`src/rtl/div_pkg.sv`:
```
// Shared definitions for the memory-mapped divider: register offsets
// (word index, addr[4:2]), STATUS bit positions and FSM state encoding.
package div_pkg;

  localparam logic [2:0] OFF_A      = 3'd0;
  localparam logic [2:0] OFF_B      = 3'd1;
  localparam logic [2:0] OFF_START  = 3'd2;
  localparam logic [2:0] OFF_Q      = 3'd3;
  localparam logic [2:0] OFF_R      = 3'd4;
  localparam logic [2:0] OFF_STATUS = 3'd5;
  localparam logic [2:0] OFF_SIGN   = 3'd6;

  localparam int unsigned ST_DONE_BIT = 0;
  localparam int unsigned ST_DBZ_BIT  = 1;
  localparam int unsigned ST_BUSY_BIT = 2;

  typedef enum logic {
    ST_IDLE = 1'b0,
    ST_RUN  = 1'b1
  } div_state_e;

endpackage

```
`src/rtl/peripheral_div_if.sv`:
```
// Peripheral bus bundle between the SoC decoder and the divider.
//   d_in  : write data (mem_wdata[WIDTH-1:0])
//   cs    : chip select
//   addr  : byte offset, addr[4:2] selects the register
//   rd/wr : read / write strobes
//   d_out : registered read data, zero-extended to 32 bits
interface peripheral_div_if #(
  parameter int unsigned WIDTH = 16
);
  logic [WIDTH-1:0] d_in;
  logic             cs;
  logic [4:0]       addr;
  logic             rd;
  logic             wr;
  logic [31:0]      d_out;

  modport master (output d_in, cs, addr, rd, wr, input d_out);
  modport slave  (input d_in, cs, addr, rd, wr, output d_out);
endinterface

```
`src/rtl/div_core.sv`:
```
// Restoring divider core, one quotient bit per clock.
// Ports:
//   clk, resetn : clock, async active-low reset
//   start       : pulse; snapshots a/b/sign_en and (re)starts a division
//   sign_en     : two's-complement mode for this operation
//   a, b        : dividend, divisor
//   busy_c      : division in progress
//   done_c      : one-cycle pulse when q_c/r_c/dbz_c hold the final result
//   dbz_c       : divisor snapshot was zero
//   q_c, r_c    : quotient / remainder (sign-corrected)
module div_core
  import div_pkg::*;
#(
  parameter int unsigned WIDTH = 16
) (
  input  logic             clk,
  input  logic             resetn,
  input  logic             start,
  input  logic             sign_en,
  input  logic [WIDTH-1:0] a,
  input  logic [WIDTH-1:0] b,
  output logic             busy_c,
  output logic             done_c,
  output logic             dbz_c,
  output logic [WIDTH-1:0] q_c,
  output logic [WIDTH-1:0] r_c
);

  localparam int unsigned W  = WIDTH;
  localparam int unsigned CW = $clog2(WIDTH + 1);

  div_state_e     state_q, state_d;
  logic [CW-1:0]  cnt_q, cnt_d;
  logic [W-1:0]   rem_q, rem_d;
  logic [W-1:0]   quo_q, quo_d;
  logic [W-1:0]   bsn_q, bsn_d;   // divisor magnitude snapshot
  logic [W-1:0]   araw_q, araw_d; // raw dividend, returned as R on divide by zero
  logic           negq_q, negq_d;
  logic           negr_q, negr_d;

  logic           a_neg, b_neg;
  logic [W-1:0]   a_mag, b_mag;
  logic [W:0]     shifted_c;
  logic [W:0]     diff_c;
  logic           ge_c;

  // Operand magnitudes for signed mode
  assign a_neg = sign_en & a[W-1];
  assign b_neg = sign_en & b[W-1];
  assign a_mag = a_neg ? (~a + W'(1)) : a;
  assign b_mag = b_neg ? (~b + W'(1)) : b;

  // {rem, dividend} shifted left by one, then trial subtract
  assign shifted_c = {rem_q, quo_q[W-1]};
  assign diff_c    = shifted_c - {1'b0, bsn_q};
  assign ge_c      = (shifted_c >= {1'b0, bsn_q});

  // Result with sign fix; divide by zero bypasses it
  assign busy_c = (state_q == ST_RUN);
  assign dbz_c  = (bsn_q == '0);
  assign q_c    = dbz_c ? '1     : (negq_q ? (~quo_q + W'(1)) : quo_q);
  assign r_c    = dbz_c ? araw_q : (negr_q ? (~rem_q + W'(1)) : rem_q);

  // State and datapath registers
  always_ff @(posedge clk or negedge resetn) begin
    if (!resetn) begin
      state_q <= ST_IDLE;
      cnt_q   <= '0;
      rem_q   <= '0;
      quo_q   <= '0;
      bsn_q   <= '0;
      araw_q  <= '0;
      negq_q  <= 1'b0;
      negr_q  <= 1'b0;
    end else begin
      state_q <= state_d;
      cnt_q   <= cnt_d;
      rem_q   <= rem_d;
      quo_q   <= quo_d;
      bsn_q   <= bsn_d;
      araw_q  <= araw_d;
      negq_q  <= negq_d;
      negr_q  <= negr_d;
    end
  end

  // Next state and datapath; start has priority so a restart suppresses done
  always_comb begin
    state_d = state_q;
    cnt_d   = cnt_q;
    rem_d   = rem_q;
    quo_d   = quo_q;
    bsn_d   = bsn_q;
    araw_d  = araw_q;
    negq_d  = negq_q;
    negr_d  = negr_q;
    done_c  = 1'b0;

    if (start) begin
      state_d = ST_RUN;
      cnt_d   = CW'(W);
      rem_d   = '0;
      quo_d   = a_mag;
      bsn_d   = b_mag;
      araw_d  = a;
      negq_d  = a_neg ^ b_neg;
      negr_d  = a_neg;
    end else begin
      case (state_q)
        ST_RUN: begin
          if (cnt_q != '0) begin
            rem_d = ge_c ? diff_c[W-1:0] : shifted_c[W-1:0];
            quo_d = {quo_q[W-2:0], ge_c};
            cnt_d = cnt_q - CW'(1);
          end else begin
            state_d = ST_IDLE;
            done_c  = 1'b1;
          end
        end
        default: state_d = ST_IDLE;
      endcase
    end
  end

endmodule

```
`src/rtl/peripheral_div.sv`:
```
// Memory-mapped iterative divider on the FemtoRV32 peripheral bus.
// Ports:
//   clk, resetn : clock, async active-low reset
//   bus         : peripheral_div_if slave (d_in, cs, addr, rd, wr, d_out)
// Optional: define DIV_SIGNED_EN to add the SIGN register (word 6) that
// selects two's-complement division.
module peripheral_div
  import div_pkg::*;
#(
  parameter int unsigned WIDTH = 16
) (
  input  logic                clk,
  input  logic                resetn,
  peripheral_div_if.slave     bus
);

  localparam int unsigned W = WIDTH;

  logic [W-1:0] a_q, b_q, q_q, r_q;
  logic         done_q, dbz_q;
  logic         sign_q;

  logic         wr_en, rd_en, start_c;
  logic [2:0]   idx;
  logic [31:0]  rdata_c;

  logic         core_busy_c, core_done_c, core_dbz_c;
  logic [W-1:0] core_q_c, core_r_c;

  logic         unused_addr;
  assign unused_addr = &{1'b0, bus.addr[1:0]};

  assign wr_en   = bus.cs & bus.wr;
  assign rd_en   = bus.cs & bus.rd;
  assign idx     = bus.addr[4:2];
  assign start_c = wr_en && (idx == OFF_START) && bus.d_in[0];

  div_core #(.WIDTH(W)) u_core (
    .clk     (clk),
    .resetn  (resetn),
    .start   (start_c),
    .sign_en (sign_q),
    .a       (a_q),
    .b       (b_q),
    .busy_c  (core_busy_c),
    .done_c  (core_done_c),
    .dbz_c   (core_dbz_c),
    .q_c     (core_q_c),
    .r_c     (core_r_c)
  );

  // Operand, result and status registers
  always_ff @(posedge clk or negedge resetn) begin
    if (!resetn) begin
      a_q    <= '0;
      b_q    <= '0;
      q_q    <= '0;
      r_q    <= '0;
      done_q <= 1'b0;
      dbz_q  <= 1'b0;
    end else begin
      if (wr_en && idx == OFF_A) a_q <= bus.d_in;
      if (wr_en && idx == OFF_B) b_q <= bus.d_in;
      if (start_c) begin
        done_q <= 1'b0;
        dbz_q  <= 1'b0;
      end else if (core_done_c) begin
        q_q    <= core_q_c;
        r_q    <= core_r_c;
        done_q <= 1'b1;
        dbz_q  <= core_dbz_c;
      end
    end
  end

`ifdef DIV_SIGNED_EN
  // Signed-mode select, sampled by the core at start
  always_ff @(posedge clk or negedge resetn) begin
    if (!resetn) begin
      sign_q <= 1'b0;
    end else if (wr_en && idx == OFF_SIGN) begin
      sign_q <= bus.d_in[0];
    end
  end
`else
  assign sign_q = 1'b0;
`endif

  // Read mux on pre-write register values
  always_comb begin
    rdata_c = '0;
    case (idx)
      OFF_A:  rdata_c = 32'(a_q);
      OFF_B:  rdata_c = 32'(b_q);
      OFF_Q:  rdata_c = 32'(q_q);
      OFF_R:  rdata_c = 32'(r_q);
      OFF_STATUS: begin
        rdata_c[ST_DONE_BIT] = done_q;
        rdata_c[ST_DBZ_BIT]  = dbz_q;
        rdata_c[ST_BUSY_BIT] = core_busy_c;
      end
`ifdef DIV_SIGNED_EN
      OFF_SIGN: rdata_c = 32'(sign_q);
`endif
      default: rdata_c = '0;
    endcase
  end

  // Read data register, holds until the next read
  always_ff @(posedge clk or negedge resetn) begin
    if (!resetn) begin
      bus.d_out <= '0;
    end else if (rd_en) begin
      bus.d_out <= rdata_c;
    end
  end

endmodule

```
`src/flat_wrapper.sv`:
```
// flat-port wrapper written by rule: the top's interface ports become plain ports
module peripheral_div_flat import div_pkg::*;
#(
  parameter int unsigned WIDTH = 16
)
  (clk, resetn, bus_d_in, bus_cs, bus_addr, bus_rd, bus_wr, bus_d_out);
  peripheral_div_if #(.WIDTH(WIDTH)) bus_i ();
  input  logic clk;
  input  logic resetn;
  input wire logic [$bits(bus_i.d_in)-1:0] bus_d_in;
  input wire logic [$bits(bus_i.cs)-1:0] bus_cs;
  input wire logic [$bits(bus_i.addr)-1:0] bus_addr;
  input wire logic [$bits(bus_i.rd)-1:0] bus_rd;
  input wire logic [$bits(bus_i.wr)-1:0] bus_wr;
  output wire logic [$bits(bus_i.d_out)-1:0] bus_d_out;
  assign bus_i.d_in = bus_d_in;
  assign bus_i.cs = bus_cs;
  assign bus_i.addr = bus_addr;
  assign bus_i.rd = bus_rd;
  assign bus_i.wr = bus_wr;
  assign bus_d_out = bus_i.d_out;
  peripheral_div #(.WIDTH(WIDTH)) u_core (.clk(clk), .resetn(resetn), .bus(bus_i));
endmodule
```
`config.mk`:
```
export PLATFORM = sky130hd
export DESIGN_NAME = peripheral_div_flat
export DESIGN_NICKNAME = d
export VERILOG_FILES = /design/src/rtl/div_pkg.sv /design/src/rtl/peripheral_div_if.sv /design/src/rtl/div_core.sv /design/src/rtl/peripheral_div.sv /design/src/flat_wrapper.sv
export SDC_FILE = /design/constraint.sdc
export NUM_CORES = 1
export LEC_CHECK = 0
export ABC_AREA = 1
export CORE_ASPECT_RATIO = 2
export CORE_MARGIN = 2
export CORE_UTILIZATION = 65
export CTS_CLUSTER_SIZE = 8
export DETAILED_ROUTE_END_ITERATION = 10
export PLACE_DENSITY_LB_ADDON = 0.2
export SLEW_MARGIN = 20
export SYNTH_ARGS = -nofsm -noshare
export SYNTH_HDL_FRONTEND = slang
export SYNTH_HIERARCHICAL = 1
export SYNTH_SLANG_ARGS = --single-unit
```
`constraint.sdc`:
```
create_clock -name clk -period 3.6 [get_ports clk]
set_input_delay 0.54 -clock clk [delete_from_list [all_inputs] [get_ports clk]]
set_output_delay 0.54 -clock clk [all_outputs]
set_load 0.02 [all_outputs]
```
==> results.toml, run 1 <==
[power_and_ir_drop]
leakage_nw = 5.58
p_switching_mw = 4.10
switching_share_pct = 45.8
vdd_drop_max_uv = 514
clkPwrFrac_pct = 21.7
power.share.sequential_pct = 32.8
combPwrFrac_pct = 45.5
p_per_area_mw_per_mm2 = 828
p_int_mw = 4.85

[cells_and_area]
drive_above_1_share_pct = 5.58
multi_input_area_mm2 = 0.00489
diodes = 0
syn2layout_area_growth_pct = 10.8
fin_util_pct = 73.3
nets = 1452
seqCellArea_mm2 = 0.00385
fillers = 1238

[clock_network]
ctsResizeCount = 0
clk_pin_slew_ns = 0.07
clkSinkCount = 154
cts_buffers = 17
clock_path_buffers = 2
root_buffer = "clkbuf_16"
cts_setup_buffers = 0
hold_buffers = 0
cts_tree = "yes"
htree_levels = 4
worstSkewPairLatency_ns = 0.43

[sta]
tns_ns = 0
period_share_pct = 76.8
finalSetupViolations = 0
max_slew_margin_pct = 52.5
worst_pin_slew_ns = 0.711
max_freq_ghz = 0.362
finalCriticalPeriod_ns = 2.76
rsz0062_at_grt = "false"
slew_violations = 0
hold_viol = 0
fin_ws_ns = 0.835
finClkSkew_ns = 0.00906

[synthesis]
synth-async-reset-ratio_pct = 100
syn_area_mm2 = 0.00975
synthCells = 1386
avgSynthCellArea_um2 = 7.03
synth_seq_area_share_pct = 39.5
yosys-top-cells-area = "dfrtp_1, nand2_1, nand3_1, inv_1, o21ai_0"
synth_top_area_share_pct = 39.5
yosys.area.top_type = "dfrtp_1"
synth_edf_count = 0
yosys_warnings = 6
ys_ff_latch = 154
synth.distinct_cells = 45
synthFlopType = "dfrtp_1"

[worst_setup_path]
worstSetupEndpointType = "flop"
path_common_cell = "nand2_1"
reg2regPathDepth = 10
critPathArrivalTime_ns = 3.14
worstPathCellList = "clkdlybuf4s50_1 -> inv_4 -> nor3_2 -> nand3_2 -> inv_1 -> inv_1 -> o21ai_4 -> nand2_2 -> inv_2 -> nand2_1 -> nand2_1 -> nand2_1 -> nand2_1"
r2r_end = "u_core/u_core/rem_q[14]$_DFFE_PN0P_"
critPathLaunchType = "input port"
max_stage_delay_ns = 0.52
critPathSlowestCell = "clkdlybuf4s50_1"
rrSetupSlack_ns = 0.95
r2r-start = "u_core/u_core/rem_q[11]$_DFFE_PN0P_"
crit_required_ns = 3.97
criticalPathCategory = "input port to flop"
cp_max_fo = 27

[floorplan]
top_level_ports = 58
die_h_um = 177
start_util_pct = 66.1
core_area_mm2 = 0.0147
chipWidth_um = 90.6
dieArea_mm2 = 0.0161
num_rows = 63

[routing]
wirelength_mm = 31.0
drt-vias-per-instance = 5.94
drt_pass1_iterations = 9
ant_nets = 0
drt_iter0_drc = 929
route.vias.total = 9568
drc = 0
wl_per_cell_um = 19.2

[grt]
grt_pass1_vias = 9220
grt_pass1_wl_mm = 47.8
grt_max_degree = 72
grt_usage_pct = 39.4
met2_usage_pct = 71.0
grt_use_met3_pct = 6.05
grt.overflow.total = 0
met1_usage_pct = 37.7
gr-max-usage-layer = "met2"
antenna_found_initial = 0

[placement]
gp_congestion = 0.983
io_buffer_count = 39
place_worst_setup_slack_ns = 0.474
hpwlAfterDp_mm = 22.7

[flow_run]
maxCapViolCount = 0

[hold_path]
hp-class = "input port to async pin"

[outcome]
outcome = "finished, final reports clean"
-- final cells by class --
| class | count | share of cell area, % |
|---|---|---|
| Multi-Input combinational cell | 1003 | 45.2 |
| Sequential cell | 154 | 35.7 |
| Inverter | 172 | 6.00 |
| Timing Repair Buffer | 55 | 4.97 |
| Clock buffer | 19 | 4.19 |
| Tap cell | 195 | 2.26 |
| Clock inverter | 13 | 1.66 |
-- flip-flops by register name (all words and copies together), names as in the netlist --
name / flops
u_core/u_core/negq_q: 1
u_core/b_q: 16
u_core/a_q: 16
u_core/u_core/negr_q: 1
u_core/u_core/araw_q: 16
u_core/u_core/quo_q: 16
u_core/done_q: 1
u_core/r_q: 16
u_core/bus.d_out: 16
u_core/q_q: 16
u_core/u_core/rem_q: 16
u_core/u_core/bsn_q: 16
u_core/u_core/busy_c: 1
u_core/dbz_q: 1
u_core/u_core/cnt_q: 5
-- worst max-delay path: cells and delay by family --
kind            cells  cell delay, ns
simple gates        7            0.93
compound gates      1            0.30
buf+inv             5            1.34
-- how the worst max path moves through the flow --
stage | startpoint | endpoint | slack [ns] | cells past startpoint
2_1_floorplan | bus_addr[3] | u_core/q_q[0]$_DFFE_PN0P_ | 1.05 | 12
3_3_place_gp | bus_addr[3] | u_core/u_core/rem_q[14]$_DFFE_PN0P_ | 0.49 | 13
3_5_place_dp | bus_addr[3] | u_core/u_core/rem_q[14]$_DFFE_PN0P_ | 0.47 | 13
4_1_cts | bus_addr[3] | u_core/u_core/rem_q[14]$_DFFE_PN0P_ | 0.92 | 13
5_1_grt | bus_addr[3] | u_core/u_core/rem_q[14]$_DFFE_PN0P_ | 0.70 | 13
6_report | bus_addr[3] | u_core/u_core/rem_q[14]$_DFFE_PN0P_ | 0.84 | 13
-- kinds of logic (layout without fill, tap and decap cells) --
family | count (synthesis) | count (layout) | share of synthesized area [%]
AOI/OAI and AO/OA | 173 | 173 | 9.60
xor gates and xnor gates | 32 | 32 | 2.87
adders and majority gates | 23 | 23 | 3.03
buffers and inverters | 247 | 259 | 11.1
DFF | 154 | 154 | 39.5
other | 1 | 19 | 0.0385
and+or+nand+nor | 756 | 756 | 33.8
-- routing by layer --
layer | routed length (um) | share of wire (%) | up-vias
met5 | 0 | 0 | -
met4 | 3340 | 11 | 0
met3 | 1720 | 5.5 | 173
met2 | 16000 | 52 | 506
met1 | 9960 | 32 | 4422
li1 | - | - | 4467
-- cells in the final DEF, fill, tap and decap left out, types with 12 or more instances in the layout --
cell             instances
xor2_1                  26
nand4_1                 33
clkdlybuf4s50_1         38
nor2_1                  52
nand3_1                188
o21ai_1                 12
inv_1                  168
ha_1                    22
buf_4                   14
dfrtp_1                154
o21ai_0                104
conb_1                  19
o211ai_1                12
clkbuf_16               17
a21oi_1                 31
nand2_1                444
-- cells in the mapped netlist, drive strengths merged (2+ instances only) --
cell type	count
a21oi	31
a31oi	2
and2	2
buf	51
clkbuf	24
dfrtp	154
ha	22
inv	171
nand2	451
nand3	194
nand3b	2
nand4	33
nor2	59
nor3	9
o211ai	12
o21ai	117
o21bai	2
o22ai	3
o31ai	2
or2	5
xnor2	6
xor2	26
-- power groups by stage --
stage	combinational, mW	sequential, mW	clock, mW
CTS	3.99	2.90	1.95
detailed placement	3.95	2.92	0
finish	4.07	2.93	1.94
global route	4.55	2.97	2.02
global placement	3.86	2.92	0
floorplan	2.98	2.70	0
-- through the flow --
stage,hold WS (ns),area (um^2),cells,power [mW]
6_report,0.104,10800,1611,8.95
4_1_cts,0.129,10800,1611,8.83
3_5_place_dp,0.459,10200,1579,6.87
2_1_floorplan,0.244,9820,1404,5.68
3_3_place_gp,0.454,10200,1579,6.78
5_1_grt,0.159,10800,1611,9.53
(Power assumes the default switching activity.)
==> run 2, diff against run 1 <==
--- a/config.mk
+++ b/config.mk
@@ -8,7 +8,7 @@
 export ABC_AREA = 1
 export CORE_ASPECT_RATIO = 2
 export CORE_MARGIN = 2
-export CORE_UTILIZATION = 65
+export CORE_UTILIZATION = 55
 export CTS_CLUSTER_SIZE = 8
 export DETAILED_ROUTE_END_ITERATION = 10
 export PLACE_DENSITY_LB_ADDON = 0.2
==> constraint.sdc (replaced) <==
create_clock -name clk -period 2.4 [get_ports clk]
set_input_delay 0.36 -clock clk [delete_from_list [all_inputs] [get_ports clk]]
set_output_delay 0.36 -clock clk [all_outputs]
set_load 0.02 [all_outputs]
==> run 2 against run 1 <==
Effect of this change: die area increased by 18%; via count is 1.4% lower; cell area is 2.0% higher; combinational power rose by 53%; utilization shrank 9.8 points; global-route usage down 6.0 points; critical path depth is 1 higher; sequential share of layout area fell by 0.71 points; highest routed layer unchanged.
==> results.toml, run 2 (synthesized netlist as in run 1, its figures left out) <==
[clock_network]
clk_pin_slew_ns = 0.07
cts_buffers = 17
clock_path_buffers = 2
root_buffer = "clkbuf_16"
cts_tree = "yes"
cts_setup_buffers = 0
worstSkewPairLatency_ns = 0.43
htree_levels = 4
ctsResizeCount = 0
clkSinkCount = 154

[routing]
drt_iter0_drc = 717
wirelength_mm = 30.5
drc = 0
drt_pass1_iterations = 6
drt-vias-per-instance = 5.70
ant_nets = 0
wl_per_cell_um = 18.4
route.vias.total = 9433

[placement]
placed_cells = 1622
io_buffer_count = 39
hpwlAfterDp_mm = 23.3
gp_congestion = 0.948

[power_and_ir_drop]
leakage_nw = 5.69
vdd_drop_max_uv = 653
p_per_area_mw_per_mm2 = 1190

[worst_setup_path]
criticalPathCategory = "flop to flop"
critPathArrivalTime_ns = 2.58
worstSetupEndpointType = "flop"
cp_max_fo = 4
crit_required_ns = 2.71
critPathLaunchType = "flop"
r2r_end = "u_core/u_core/rem_q[14]$_DFFE_PN0P_"
r2r-start = "u_core/u_core/quo_q[15]$_DFFE_PN0P_"
reg2regPathDepth = 14
rrSetupSlack_ns = 0.13
crit_start = "u_core/u_core/quo_q[15]$_DFFE_PN0P_"

[floorplan]
core_area_mm2 = 0.0174
start_util_pct = 56.2
dieArea_mm2 = 0.0189
num_rows = 68
chipWidth_um = 98.1
die_h_um = 192
top_level_ports = 58

[sta]
max_slew_margin_pct = 46.8
hold_viol = 0
finalCriticalPeriod_ns = 2.27
max_freq_ghz = 0.441
tns_ns = 0
finClkSkew_ns = 0.0115
worst_pin_slew_ns = 0.791
finalSetupViolations = 0
rsz0062_at_grt = "false"
period_share_pct = 94.5
slew_violations = 0

[hold_path]
hp-class = "input port to async pin"

[cells_and_area]
syn2layout_area_growth_pct = 13.0
final_common_cell = "nand2_1"
drive_above_1_share_pct = 7.40
seqCellArea_mm2 = 0.00385
mostFrequentLayoutCells = "nand2_1, nand3_1, inv_1, dfrtp_1, o21ai_0"
fillers = 1570
diodes = 0
nets = 1481
multi_input_area_mm2 = 0.00489
fin_cells = 1655

[grt]
grt_pass1_wl_mm = 48.3
grt_max_degree = 52
antenna_found_initial = 0
grt.overflow.total = 0
grt_usage_pct = 33.3
grt_pass1_vias = 9327

[flow_run]
maxCapViolCount = 0

[outcome]
outcome = "finished, final reports clean"
[run 2: changes by cell type in the layout (fill, tap and decap cells not counted), sizes merged]
cell / change
buf: +28
bufinv: -3
clkinv: +4
dlygate4sd3: +1
clkinvlp: +5
inv: -6
[run 2: worst max-delay path by stage]
stage                     slack, ns                             endpoint  cells past startpoint
after CTS                      0.13  u_core/u_core/rem_q[14]$_DFFE_PN0P_                     14
after global routing           0.01  u_core/u_core/rem_q[14]$_DFFE_PN0P_                     14
after global placement        -0.07             u_core/dbz_q$_DFFE_PN0P_                     10
after floorplan                0.03            u_core/q_q[0]$_DFFE_PN0P_                     12
after detailed placement      -0.13             u_core/dbz_q$_DFFE_PN0P_                     10
final                          0.13  u_core/u_core/rem_q[14]$_DFFE_PN0P_                     14
[run 2: metrics by stage]
stage / utilization [%] / hold slack (ns) / setup slack, ns / total power [mW] / area (um^2)
2_1_floorplan: - / 0.0644 / 0.0294 / 8.52 / 9820
3_3_place_gp: 60.3 / 0.331 / -0.0657 / 10.4 / 10500
3_5_place_dp: 60.3 / 0.336 / -0.127 / 10.5 / 10500
4_1_cts: 63.5 / 0.461 / 0.134 / 13.1 / 11000
5_1_grt: 63.5 / 0.497 / 0.00950 / 14.1 / 11000
6_report: 63.5 / 0.446 / 0.132 / 13.1 / 11000
[run 2: critical path, cell delays in order (launching register included)]
cell and delay [ns]:
dfrtp_1 0.41, inv_1 0.14, ha_1 0.16, inv_1 0.10, fa_1 0.45, nand3_1 0.11, nand3_1 0.18, nand2_1 0.11
nand2_1 0.08, nand2_1 0.12, nand2_1 0.07, nand2_1 0.07, nand3_2 0.06, nand2_1 0.06, nand2_1 0.05
[run 2: layout make-up]
type / instances / area share, %
Timing Repair Buffer: 84 / 7.44
Clock inverter: 13 / 0.863
Inverter: 172 / 5.88
Sequential cell: 154 / 35.0
Tap cell: 210 / 2.38
Clock buffer: 19 / 4.11
Multi-Input combinational cell: 1003 / 44.3
[run 2: layer usage]
layer	wire length [um]	track usage, %	vias up
met5	0	0	-
met4	3140	29.3	0
met3	1320	4.24	135
met2	15400	58.5	374
met1	10600	34.4	4397
li1	-	-	4527
[run 2: what timing repair did]
item	CTS	global route
hold buffers	1	0
setup endpoints to repair	0	0
hold endpoints to repair	48	0
[run 2: power breakdown]
group	internal (mW)	leakage, nW	total (mW)	switching (mW)
clock network	1.38	0.254	2.51	1.14
registers	3.45	1.96	4.38	0.924
logic	2.26	3.48	6.23	3.96
==> run 3, diff against run 2 <==
--- a/config.mk
+++ b/config.mk
@@ -11,6 +11,7 @@
 export CORE_UTILIZATION = 55
 export CTS_CLUSTER_SIZE = 8
 export DETAILED_ROUTE_END_ITERATION = 10
+export MAX_ROUTING_LAYER = met4
 export PLACE_DENSITY_LB_ADDON = 0.2
 export SLEW_MARGIN = 20
 export SYNTH_ARGS = -nofsm -noshare
==> run 3 against run 2 <==
Effect of this change: final cell count stayed put; worst hold slack worse by 0.0086 ns; first-iteration DRC count is 3.5% higher; sequential share of layout area is 0.17 points lower; register-to-register slack about the same; maximum frequency fell by 0.27%; wire length fell by 0.76%; clock power is 9.6% higher; largest cell class unchanged; largest power group unchanged; highest routed layer unchanged.
==> results.toml, run 3 (synthesized netlist as in run 1, its figures left out) <==
[clock_network]
clock_path_buffers = 2
root_buffer = "clkbuf_16"
htree_levels = 4
cts_buffers = 17
worstSkewPairLatency_ns = 0.43
ctsResizeCount = 0
clk_pin_slew_ns = 0.07
clkSinkCount = 154
cts_tree = "yes"

[worst_setup_path]
path_common_cell = "nand2_1"
crit_required_ns = 2.72
critPathSlowestCell = "fa_1"
cp_num_cells = 14
cp.buffers_inverters = 2
critPathArrivalTime_ns = 2.59
path_delay_family = "simple AND/OR/NAND/NOR gates"
critPathLaunchType = "flop"
rrSetupSlack_ns = 0.13
criticalPathCategory = "flop to flop"
cp_max_fo = 4
worstPathCellList = "inv_1 -> ha_1 -> inv_1 -> fa_1 -> nand3_1 -> nand3_1 -> nand2_1 -> nand2_1 -> nand2_1 -> nand2_1 -> nand2_1 -> nand3_2 -> nand2_1 -> nand2_1"
max_stage_delay_ns = 0.45
worstSetupEndpointType = "flop"
reg2regPathDepth = 14

[cells_and_area]
final_design_area_no_fill_mm2 = 0.0111
mostFrequentLayoutCells = "nand2_1, nand3_1, inv_1, dfrtp_1, o21ai_0"
final_common_cell = "nand2_1"
seqCellArea_mm2 = 0.00385
multi_input_area_mm2 = 0.00489
nets = 1481
fin_cells = 1655
diodes = 0
syn2layout_area_growth_pct = 13.6
drive_above_1_share_pct = 7.40
fillers = 1628

[sta]
slew_violations = 0
finalCriticalPeriod_ns = 2.27
tns_ns = 0
holdWs_ns = 0.438
max_slew_margin_pct = 53.9
worst_pin_slew_ns = 0.686
hold_viol = 0
period_share_pct = 94.8
finalSetupViolations = 0
rsz0062_at_grt = "false"
max_freq_ghz = 0.440
finClkSkew_ns = 0.00723

[placement]
place_area_mm2 = 0.0105
gp_congestion = 0.956
hpwlAfterDp_mm = 22.9
placed_cells = 1622
io_buffer_count = 39

[routing]
drt_pass1_iterations = 6
route.vias.total = 9437
drt-vias-per-instance = 5.70
ant_nets = 0
wirelength_mm = 30.3
wl_per_cell_um = 18.3
drt_iter0_drc = 742
drc = 0

[power_and_ir_drop]
leakage_nw = 5.74
power_mw = 13.4
vdd_drop_max_uv = 648
p_per_area_mw_per_mm2 = 1210

[grt]
grt_pass1_vias = 9043
grt_usage_pct = 34.3
grt_max_degree = 64
grt_pass1_wl_mm = 48.1
antenna_found_initial = 0
grt.overflow.total = 0

[hold_path]
hp-class = "input port to async pin"

[flow_run]
maxCapViolCount = 0

[floorplan]
chipWidth_um = 98.1
dieArea_mm2 = 0.0189
die_h_um = 192
core_area_mm2 = 0.0174
top_level_ports = 58
num_rows = 68
start_util_pct = 56.2

[outcome]
outcome = "finished, final reports clean"
==> run 3: changes by cell type in the layout (fill, tap and decap cells not counted), sizes merged <==
cell | before | now
inv | 173 | 177
clkbuf | 19 | 18
bufinv | 0 | 2
clkinvlp | 6 | 1
==> run 3: power by group <==
part           switching, mW  internal, mW  total [mW]
Combinational           3.98          2.30        6.28
Sequential             0.874          3.45        4.33
Clock                   1.16          1.59        2.75
==> run 3: worst reg2reg max path, stage by stage (launching register included) <==
cell	delay [ns]
dfrtp_1	0.40
inv_1	0.14
ha_1	0.17
inv_1	0.10
fa_1	0.45
nand3_1	0.11
nand3_1	0.19
nand2_1	0.11
nand2_1	0.08
nand2_1	0.12
nand2_1	0.07
nand2_1	0.07
nand3_2	0.06
nand2_1	0.06
nand2_1	0.05
==> run 3: path summary, 6_finish.rpt <==
path	start	to
hold reg to reg	u_core/r_q[2]$_DFFE_PN0P_	u_core/r_q[2]$_DFFE_PN0P_
hold / removal	resetn	u_core/u_core/quo_q[5]$_DFFE_PN0P_
max in group asynchronous	resetn	u_core/b_q[9]$_DFFE_PN0P_
min in group clk	u_core/r_q[2]$_DFFE_PN0P_	u_core/r_q[2]$_DFFE_PN0P_
setup / recovery	u_core/u_core/quo_q[15]$_DFFE_PN0P_	u_core/u_core/rem_q[14]$_DFFE_PN0P_
setup reg to reg	u_core/u_core/quo_q[15]$_DFFE_PN0P_	u_core/u_core/rem_q[14]$_DFFE_PN0P_
==> run 3: metrics by stage <==
step	utilization [%]	worst slack, ns
global placement	60.3	-0.103
global route	63.8	0.00979
detailed placement	60.3	-0.159
finish	63.8	0.126
CTS	63.8	0.145
floorplan	-	0.0294
==> run 3: final cells by class <==
type | instances | area share, %
multi-input combinational | 1003 | 44.1
tap | 210 | 2.37
inverter | 172 | 5.85
clock inverter | 14 | 1.46
sequential | 154 | 34.8
timing repair buffer | 84 | 7.40
clock buffer | 18 | 3.97
==> run 3: repair_timing <==
action / in CTS / in global routing
endpoints found under the hold margin: 44 / 0
hold buffers: 1 / 0
buffers inserted: 0 / 0
==> run 3: routing by layer <==
metal	GRT usage (%)	share of wire [%]
met1	35.2	34
met4	26.7	9.7
met5	-	0
met3	4.13	4.6
met2	59.0	51
